==> src/rtl/quickQ_pkg.sv <==
`default_nettype none
// +----------------------------------------------------------------------------+
// | quickQ_pkg                                                                  |
// | Shared sequencer state encoding and count-width helper for QuickQ.          |
// | Rev 1.0                                                                     |
// +----------------------------------------------------------------------------+
package quickQ_pkg;

  typedef enum logic [2:0] {
    S_IDLE      = 3'd0,
    S_ENQ_WALK  = 3'd1,
    S_ENQ_TAIL  = 3'd2,
    S_DEQ_HEAD  = 3'd3,
    S_DEQ_SHIFT = 3'd4
  } qsState_t;

  // Width needed to hold an occupancy value in the range 0..depth.
  function automatic int QS_CW(input int depth);
    return $clog2(depth + 1);
  endfunction

endpackage
`default_nettype wire

==> src/rtl/quickq_cmp_swap.sv <==
`default_nettype none
// +----------------------------------------------------------------------------+
// | quickq_cmp_swap                                                             |
// | Insertion compare: the carried value displaces the stored one if smaller.   |
// | Rev 1.0                                                                     |
// +----------------------------------------------------------------------------+
module quickq_cmp_swap #(
  parameter int W = 8
) (
  input  logic [W-1:0] carry_i,
  input  logic [W-1:0] rdata_i,
  output logic         swap_o,
  output logic [W-1:0] wdata_o,
  output logic [W-1:0] next_carry_o
);

  // Strict compare keeps a new key behind existing equal keys.
  assign swap_o       = (carry_i < rdata_i);
  assign wdata_o      = carry_i;
  assign next_carry_o = swap_o ? rdata_i : carry_i;

endmodule
`default_nettype wire

==> src/rtl/quickq_seq_ctrl.sv <==
`default_nettype none
// +----------------------------------------------------------------------------+
// | quickq_seq_ctrl                                                             |
// | Sorted-array priority queue sequencer driving an external 1R1W BRAM.        |
// | Optional QUICKQ_STATS_EN adds enq/deq/err event counters.                   |
// | Rev 1.0                                                                     |
// +----------------------------------------------------------------------------+
module quickq_seq_ctrl
  import quickQ_pkg::*;
#(
  parameter int  W  = 8,
  parameter int  D  = 128,
  localparam int CW = QS_CW(D),
  localparam int AW = $clog2(D)
) (
  input  logic          clk,
  input  logic          rst,
  input  logic          enq_i,
  input  logic          deq_i,
  input  logic [W-1:0]  data_i,
  output logic          ready_o,
  output logic [W-1:0]  data_o,
  output logic          data_valid_o,
  output logic          full_o,
  output logic          empty_o,
  output logic [CW-1:0] count_o,
  output logic          err_o,
`ifdef QUICKQ_STATS_EN
  output logic [31:0]   stat_enq_o,
  output logic [31:0]   stat_deq_o,
  output logic [31:0]   stat_err_o,
`endif
  output logic [AW-1:0] bram_raddr_o,
  input  logic [W-1:0]  bram_rdata_i,
  output logic          bram_we_o,
  output logic [AW-1:0] bram_waddr_o,
  output logic [W-1:0]  bram_wdata_o
);

  qsState_t      state_q, state_d;
  logic [CW-1:0] count_q, count_d;
  logic [AW-1:0] idx_q, idx_d;
  logic [AW-1:0] raddr_q, raddr_d;
  logic [AW-1:0] waddr_q, waddr_d;
  logic [W-1:0]  carry_q, carry_d;
  logic [W-1:0]  data_q, data_d;
  logic [W-1:0]  wdata_q, wdata_d;
  logic          data_valid_q, data_valid_d;
  logic          err_q, err_d;
  logic          we_q, we_d;

  logic          w_idle, w_full, w_empty;
  logic          w_deq_acc, w_enq_acc, w_err;
  logic [CW-1:0] w_idx_ext;
  logic          w_last_walk, w_last_shift;
  logic          w_swap;
  logic [W-1:0]  w_cs_wdata, w_next_carry;

  assign w_idle    = (state_q == S_IDLE);
  assign w_full    = (count_q == CW'(D));
  assign w_empty   = (count_q == '0);
  assign w_deq_acc = w_idle && deq_i && !w_empty;
  assign w_enq_acc = w_idle && !deq_i && enq_i && !w_full;
  assign w_err     = w_idle && (deq_i ? w_empty : (enq_i && w_full));

  assign w_idx_ext    = CW'(idx_q);
  assign w_last_walk  = (w_idx_ext == count_q - CW'(1));
  assign w_last_shift = (w_idx_ext == count_q - CW'(2));

  quickq_cmp_swap #(
    .W (W)
  ) u_cmp_swap (
    .carry_i      (carry_q),
    .rdata_i      (bram_rdata_i),
    .swap_o       (w_swap),
    .wdata_o      (w_cs_wdata),
    .next_carry_o (w_next_carry)
  );

  always_ff @(posedge clk) begin
    if (rst) begin
      state_q      <= S_IDLE;
      count_q      <= '0;
      idx_q        <= '0;
      raddr_q      <= '0;
      waddr_q      <= '0;
      carry_q      <= '0;
      data_q       <= '0;
      wdata_q      <= '0;
      data_valid_q <= 1'b0;
      err_q        <= 1'b0;
      we_q         <= 1'b0;
    end else begin
      state_q      <= state_d;
      count_q      <= count_d;
      idx_q        <= idx_d;
      raddr_q      <= raddr_d;
      waddr_q      <= waddr_d;
      carry_q      <= carry_d;
      data_q       <= data_d;
      wdata_q      <= wdata_d;
      data_valid_q <= data_valid_d;
      err_q        <= err_d;
      we_q         <= we_d;
    end
  end

  always_comb begin
    state_d      = state_q;
    count_d      = count_q;
    idx_d        = idx_q;
    raddr_d      = raddr_q;
    waddr_d      = waddr_q;
    carry_d      = carry_q;
    data_d       = data_q;
    wdata_d      = wdata_q;
    data_valid_d = 1'b0;
    err_d        = w_err;
    we_d         = 1'b0;

    case (state_q)
      S_IDLE: begin
        if (w_deq_acc) begin
          raddr_d = '0;
          state_d = S_DEQ_HEAD;
        end else if (w_enq_acc) begin
          carry_d = data_i;
          idx_d   = '0;
          raddr_d = '0;
          state_d = w_empty ? S_ENQ_TAIL : S_ENQ_WALK;
        end
      end

      // rdata here is mem[idx]; a smaller carry claims the slot and pushes the old key right.
      S_ENQ_WALK: begin
        if (w_swap) begin
          we_d    = 1'b1;
          waddr_d = idx_q;
          wdata_d = w_cs_wdata;
        end
        carry_d = w_next_carry;
        raddr_d = idx_q + AW'(1);
        idx_d   = idx_q + AW'(1);
        if (w_last_walk) state_d = S_ENQ_TAIL;
      end

      S_ENQ_TAIL: begin
        we_d    = 1'b1;
        waddr_d = AW'(count_q);
        wdata_d = carry_q;
        count_d = count_q + CW'(1);
        state_d = S_IDLE;
      end

      S_DEQ_HEAD: begin
        data_d       = bram_rdata_i;
        data_valid_d = 1'b1;
        idx_d        = '0;
        raddr_d      = AW'(1);
        if (count_q == CW'(1)) begin
          count_d = count_q - CW'(1);
          state_d = S_IDLE;
        end else begin
          state_d = S_DEQ_SHIFT;
        end
      end

      // rdata here is mem[idx+1]; copy it down one slot.
      S_DEQ_SHIFT: begin
        we_d    = 1'b1;
        waddr_d = idx_q;
        wdata_d = bram_rdata_i;
        raddr_d = idx_q + AW'(2);
        idx_d   = idx_q + AW'(1);
        if (w_last_shift) begin
          count_d = count_q - CW'(1);
          state_d = S_IDLE;
        end
      end

      default: state_d = S_IDLE;
    endcase
  end

`ifdef QUICKQ_STATS_EN
  logic [31:0] stat_enq_q, stat_deq_q, stat_err_q;

  always_ff @(posedge clk) begin
    if (rst) begin
      stat_enq_q <= '0;
      stat_deq_q <= '0;
      stat_err_q <= '0;
    end else begin
      if (w_enq_acc) stat_enq_q <= stat_enq_q + 32'd1;
      if (w_deq_acc) stat_deq_q <= stat_deq_q + 32'd1;
      if (w_err)     stat_err_q <= stat_err_q + 32'd1;
    end
  end

  assign stat_enq_o = stat_enq_q;
  assign stat_deq_o = stat_deq_q;
  assign stat_err_o = stat_err_q;
`endif

  assign ready_o      = w_idle;
  assign full_o       = w_full;
  assign empty_o      = w_empty;
  assign count_o      = count_q;
  assign data_o       = data_q;
  assign data_valid_o = data_valid_q;
  assign err_o        = err_q;
  assign bram_raddr_o = raddr_q;
  assign bram_we_o    = we_q;
  assign bram_waddr_o = waddr_q;
  assign bram_wdata_o = wdata_q;

endmodule
`default_nettype wire
==> config.mk <==
export PLATFORM = sky130hd
export DESIGN_NAME = quickq_seq_ctrl
export DESIGN_NICKNAME = d
export VERILOG_FILES = /design/src/rtl/quickQ_pkg.sv /design/src/rtl/quickq_cmp_swap.sv /design/src/rtl/quickq_seq_ctrl.sv
export SDC_FILE = /design/constraint.sdc
export NUM_CORES = 1
export LEC_CHECK = 0
export ABC_AREA = 1
export CAP_MARGIN = 20
export CORE_ASPECT_RATIO = 1.4
export CORE_MARGIN = 2
export CORE_UTILIZATION = 25
export DETAILED_ROUTE_END_ITERATION = 8
export SLEW_MARGIN = 20
export SYNTH_ARGS = -nofsm -noshare
export SYNTH_HDL_FRONTEND = slang
export SYNTH_HIERARCHICAL = 1
export SYNTH_SLANG_ARGS = --single-unit
==> constraint.sdc <==
create_clock -name clk -period 4 [get_ports clk]
set_input_delay 1.2 -clock clk [delete_from_list [all_inputs] [get_ports clk]]
set_output_delay 1.2 -clock clk [all_outputs]
set_load 0.02 [all_outputs]
# After elaboration in Yosys (flattened, before gate mapping)
# Cells that the tools add are included.
[totals]
register_bits = 59
wordCells = 84
[op_classes]
add_sub_neg = 5
eq_ne = 15
reduce_logical = 25
mux = 27
n_lt_le_gt_ge = 1
[op_table]
columns = ["op", "n"]
rows = [
  ["8-bit 2-to-1 mux", 6],
  ["8-bit case mux with 3 select lines", 2],
  ["7-bit case mux with 3 select lines", 2],
  ["7-bit 2-to-1 mux", 4],
  ["7-bit case mux with 4 select lines", 1],
  ["7-bit by 8-bit == test with 1-bit output", 2],
  ["8-bit case mux with 2 select lines", 1],
  ["3-bit 2-to-1 mux", 5],
  ["3-bit case mux with 4 select lines", 1],
  ["3-bit AND reduction", 3],
  ["3-bit nonzero test", 3],
  ["8-bit by 1-bit adder with 8-bit output (second input constant)", 1],
  ["8-bit by 1-bit == test with 1-bit output (second input constant)", 1],
  ["8-bit == test (second input constant)", 1],
  ["8-bit logical NOT", 1],
  ["8-bit < comparator", 1],
  ["2-bit != test (second input constant)", 4],
  ["8-bit by 1-bit subtractor with 8-bit output (second input constant)", 1],
  ["8-bit by 2-bit subtractor with 8-bit output (second input constant)", 1],
  ["7-bit by 1-bit adder with 7-bit output (second input constant)", 1],
  ["7-bit by 2-bit adder with 7-bit output (second input constant)", 1],
  ["1-bit logical AND", 7],
  ["3-bit by 2-bit == test with 1-bit output (second input constant)", 2],
  ["2-bit by 1-bit != test with 1-bit output (second input constant)", 2],
  ["other kinds (13)", 19],
]

# Logic depth before layout (Yosys ltp)
[depth]
word_depth = 7
mapped_depth = 16
depth_no_buf = 15

# By module
# The synthesis kept the hierarchy.
[by_module_without_submodules]
columns = ["mod", "instances", "area_per_inst_um2", "cells_each"]
rows = [
  ["quickq_seq_ctrl", 1, 3557.2, 497],
  ["quickq_cmp_swap", 1, 381.6, 67],
]

# Worst setup path before layout
# OpenSTA, ideal clock, no wires.
[synth_path]
kind = "input -> register"
startpoint = "input bram_rdata_i[5]"
endpoint = "register waddr_q[0], in the netlist bram_waddr_o[0]"
setup_slack_ps = 1239
t_required_ps = 3863
setup_time_ps = 137
path_stages = 11
t_arrival_ps = 2624
cell_sequence = "inv_1 ha_1 a21oi_2 nor2_1 nor3_4 nand2_4 inv_1 a21oi_1 inv_2 clkbuf_1 a31oi_1"
[synth_via]
elab_chain_len = 3
[synth_lines]
columns = ["element", "line", "text"]
rows = [
  ["start, declared", "quickq_seq_ctrl.sv:34", "input logic [W-1:0] bram_rdata_i,"],
  ["8-bit < comparator", "quickq_cmp_swap.sv:18", "assign swap_o = (carry_i < rdata_i);"],
  ["named net w_swap", "quickq_seq_ctrl.sv:56", "logic w_swap;"],
  ["2-bit by 1-bit != test with 1-bit output (no source line)", "n/a", ""],
  ["2-bit AND reduction (no source line)", "n/a", ""],
  ["end signal, assigned", "quickq_seq_ctrl.sv:98", "waddr_q <= waddr_d;"],
  ["end, declared", "quickq_seq_ctrl.sv:44", "logic [AW-1:0] waddr_q, waddr_d;"],
]
# The timed path passes the listed nets, and every way through them passes these cells.
# A chain may end at the register's enable or synchronous reset.

# Final worst setup path
[layout_path]
startpoint = "register count_q[0], in the netlist count_o[0]"
endpoint = "output full_o"
[layout_via]
elab_chain_len = 1
[layout_lines]
columns = ["element", "line", "text"]
rows = [
  ["start, declared", "quickq_seq_ctrl.sv:41", "logic [CW-1:0] count_q, count_d;"],
  ["start signal, assigned", "quickq_seq_ctrl.sv:95", "count_q <= count_d;"],
  ["8-bit == test", "quickq_seq_ctrl.sv:60", "assign w_full = (count_q == CW'(D));"],
  ["end, declared", "quickq_seq_ctrl.sv:24", "output logic full_o,"],
]
# No other way between the ends.

==> run metrics <==
status completed; post-synth top area cell dfxtp_1; # H-tree levels 3; top-area cell type share of the netlist area 0.300; # setup viols final 0; clk_lat worst skew 0.34 ns; GRT Util Overall 0.145; Routed WL per cell 14.4 µm; Post-CTS Setup Bufs 0; post-route clock skew 0.00702 ns; Max Cap Viol 0; CP required 2.80 ns; EDFF count, synth 0; Placer Congestion 0.856; Post-synth ARST share 0; diode count 0; share of post-route cells with drive strength above 1 0.121; setup TNS 0 ns; max_slew headroom 0.355; vias per cell 4.61; synth warn 6; syn_area_per_cell 6.98 µm²; Yosys cell types 40; pin count of the biggest net entering global routing 36; Initial Util 0.255; area of the mapped netlist 3940 µm²; DR iter-0 viols 186; CP max FO 10; maximum vdd drop 0.347 mV; Pleak 2.07 nW; fin crit period 3.51 ns; IO Port Bufs 63; initial antenna violation count 0; Resized Gates After CTS 0; vias post-DR 3737; count leader, synth nand2_1; Slew @ Worst Pin 0.966 ns; min-delay worst type reg2reg; Nets 645; full die area 16800 µm²; cells after synthesis 564; TritonRoute pass-1 iters 4; Slew Viols, Final 0; DRT Wirelength 11700 µm; fmax 285 MHz; height of the die 153 µm; detailed placement HPWL 8720 µm; Final ANT Viol Nets 0; Chip Width 110 µm; CTS root buf clkbuf_16; CTS tree yes; Yosys reg bits 59; number of global-route vias before repair 3664; Clock transition at path regs 0.05 ns; core area 15500 µm²; Setup CP Type reg2out; CTS Buf Count 9; ys flop type dfxtp_1; post-synthesis sequential area ratio 0.300; CTS Hold Buffers Added 0; PwrDens 681 nW/µm²; critical path launch point type register; Clock Path Buffers 2; Site Rows 54; Fin. Hold Viols 0; Synthesized Nets 600; Final Cycle Share 0.878; Syn-to-layout area delta 24.1%; first-pass GRT wire length 18700 µm; Ports 64; # DRC 0; unrepaired setup endpoints after global routing no; clock sinks 59; Layout Utilization 0.316; CP Capture Type output pin; CP arrival 2.31 ns; gr ovfl total 0; Synth area leaders dfxtp_1 (30%), nand2_1 (14%), a21oi_1 (5.5%); commonest cells in the netlist nand2_1 (148), dfxtp_1 (59), a21oi_1 (43)
-- cells by family after synthesis --
| kind of cell | synth area share |
|---|---|
| AO/OA/AOI/OAI | 0.178 |
| XOR/XNOR | 0.0489 |
| adder cells (fa/ha/maj) | 0.0508 |
| buffers and inverters | 0.114 |
| flip-flops | 0.300 |
| AND/OR/NAND/NOR | 0.309 |
-- registers in the layout, summed over array words and instances (netlist names), 3 cells and up --
name / count
bram_wdata_o: 8
idx_q: 7
carry_q: 8
state_q: 3
bram_waddr_o: 7
data_o: 8
count_o: 8
bram_raddr_o: 7
-- critical path, stage by stage, from the launching register on --
cell             delay [ns]
dfxtp_1                0.47
inv_1                  0.20
ha_1                   0.16
inv_1                  0.04
nor2_1                 0.21
nand4_1                0.17
inv_1                  0.12
clkdlybuf4s50_1        0.61
-- stage by stage --
stage / instances / cell area [µm²] / worst slack (ns) / power, mW / hold WS (ns)
after global placement: 794 / 4630 / 0.565 / 2.64 / 0.457
after detailed placement: 794 / 4630 / 0.475 / 2.65 / 0.456
after CTS: 810 / 4890 / 0.493 / 3.35 / 0.466
after global routing: 810 / 4890 / 0.424 / 3.58 / 0.509
final: 810 / 4890 / 0.488 / 3.33 / 0.461
after floorplan: 564 / 3940 / 1.24 / 2.13 / 0.511
-- power by group --
group / leakage (nW) / internal (mW) / switching (mW)
Clock: 0.125 / 0.415 / 0.278
Combinational: 1.47 / 0.628 / 1.11
Sequential: 0.480 / 0.740 / 0.161
-- cell type report --
cell class                      instances  area [µm²]
Multi-Input combinational cell        414        2310
Tap cell                              196         245
Clock buffer                           11         233
Fill cell                            1681       10600
Inverter                               58         230
Sequential cell                        59        1180
Clock inverter                          5        30.0
Timing Repair Buffer                   67         661
-- routing by layer --
layer	vias up	part of all wire	GRT usage
met5	-	0	0
met4	0	0.035	0.0735
met3	24	0.050	0.0393
met2	83	0.51	0.248
met1	1690	0.40	0.161
li1	1940	-	-
-- cells in the final DEF (no fill, tap or decap), drive strengths merged --
| cell | n |
|---|---|
| clkinvlp | 2 |
| nor3 | 4 |
| inv | 58 |
| a221oi | 6 |
| nand3 | 32 |
| ha | 16 |
| nand2 | 162 |
| xor2 | 17 |
| clkinv | 3 |
| a31oi | 17 |
| dfxtp | 59 |
| o2bb2ai | 1 |
| a22oi | 1 |
| buf | 4 |
| nor2 | 50 |
| a22o | 2 |
| xnor2 | 5 |
| nand4 | 2 |
| a32oi | 1 |
| or2 | 2 |
| o22ai | 1 |
| clkbuf | 11 |
| a21oi | 45 |
| clkdlybuf4s50 | 63 |
| o21ai | 49 |
| nand3b | 1 |
-- final timing paths --
| path | from | to | slack, ns | cells after the start |
|---|---|---|---|---|
| hold / removal | bram_raddr_o[3] | bram_raddr_o[3] | 0.46 | 2 |
| setup reg to reg | state_q[0] | bram_waddr_o[3] | 1.59 | 8 |
| setup / recovery | count_o[0] | full_o | 0.49 | 7 |
| hold reg to reg | bram_raddr_o[3] | bram_raddr_o[3] | 0.46 | 2 |
No activity file was read; power rests on OpenSTA's default activity.
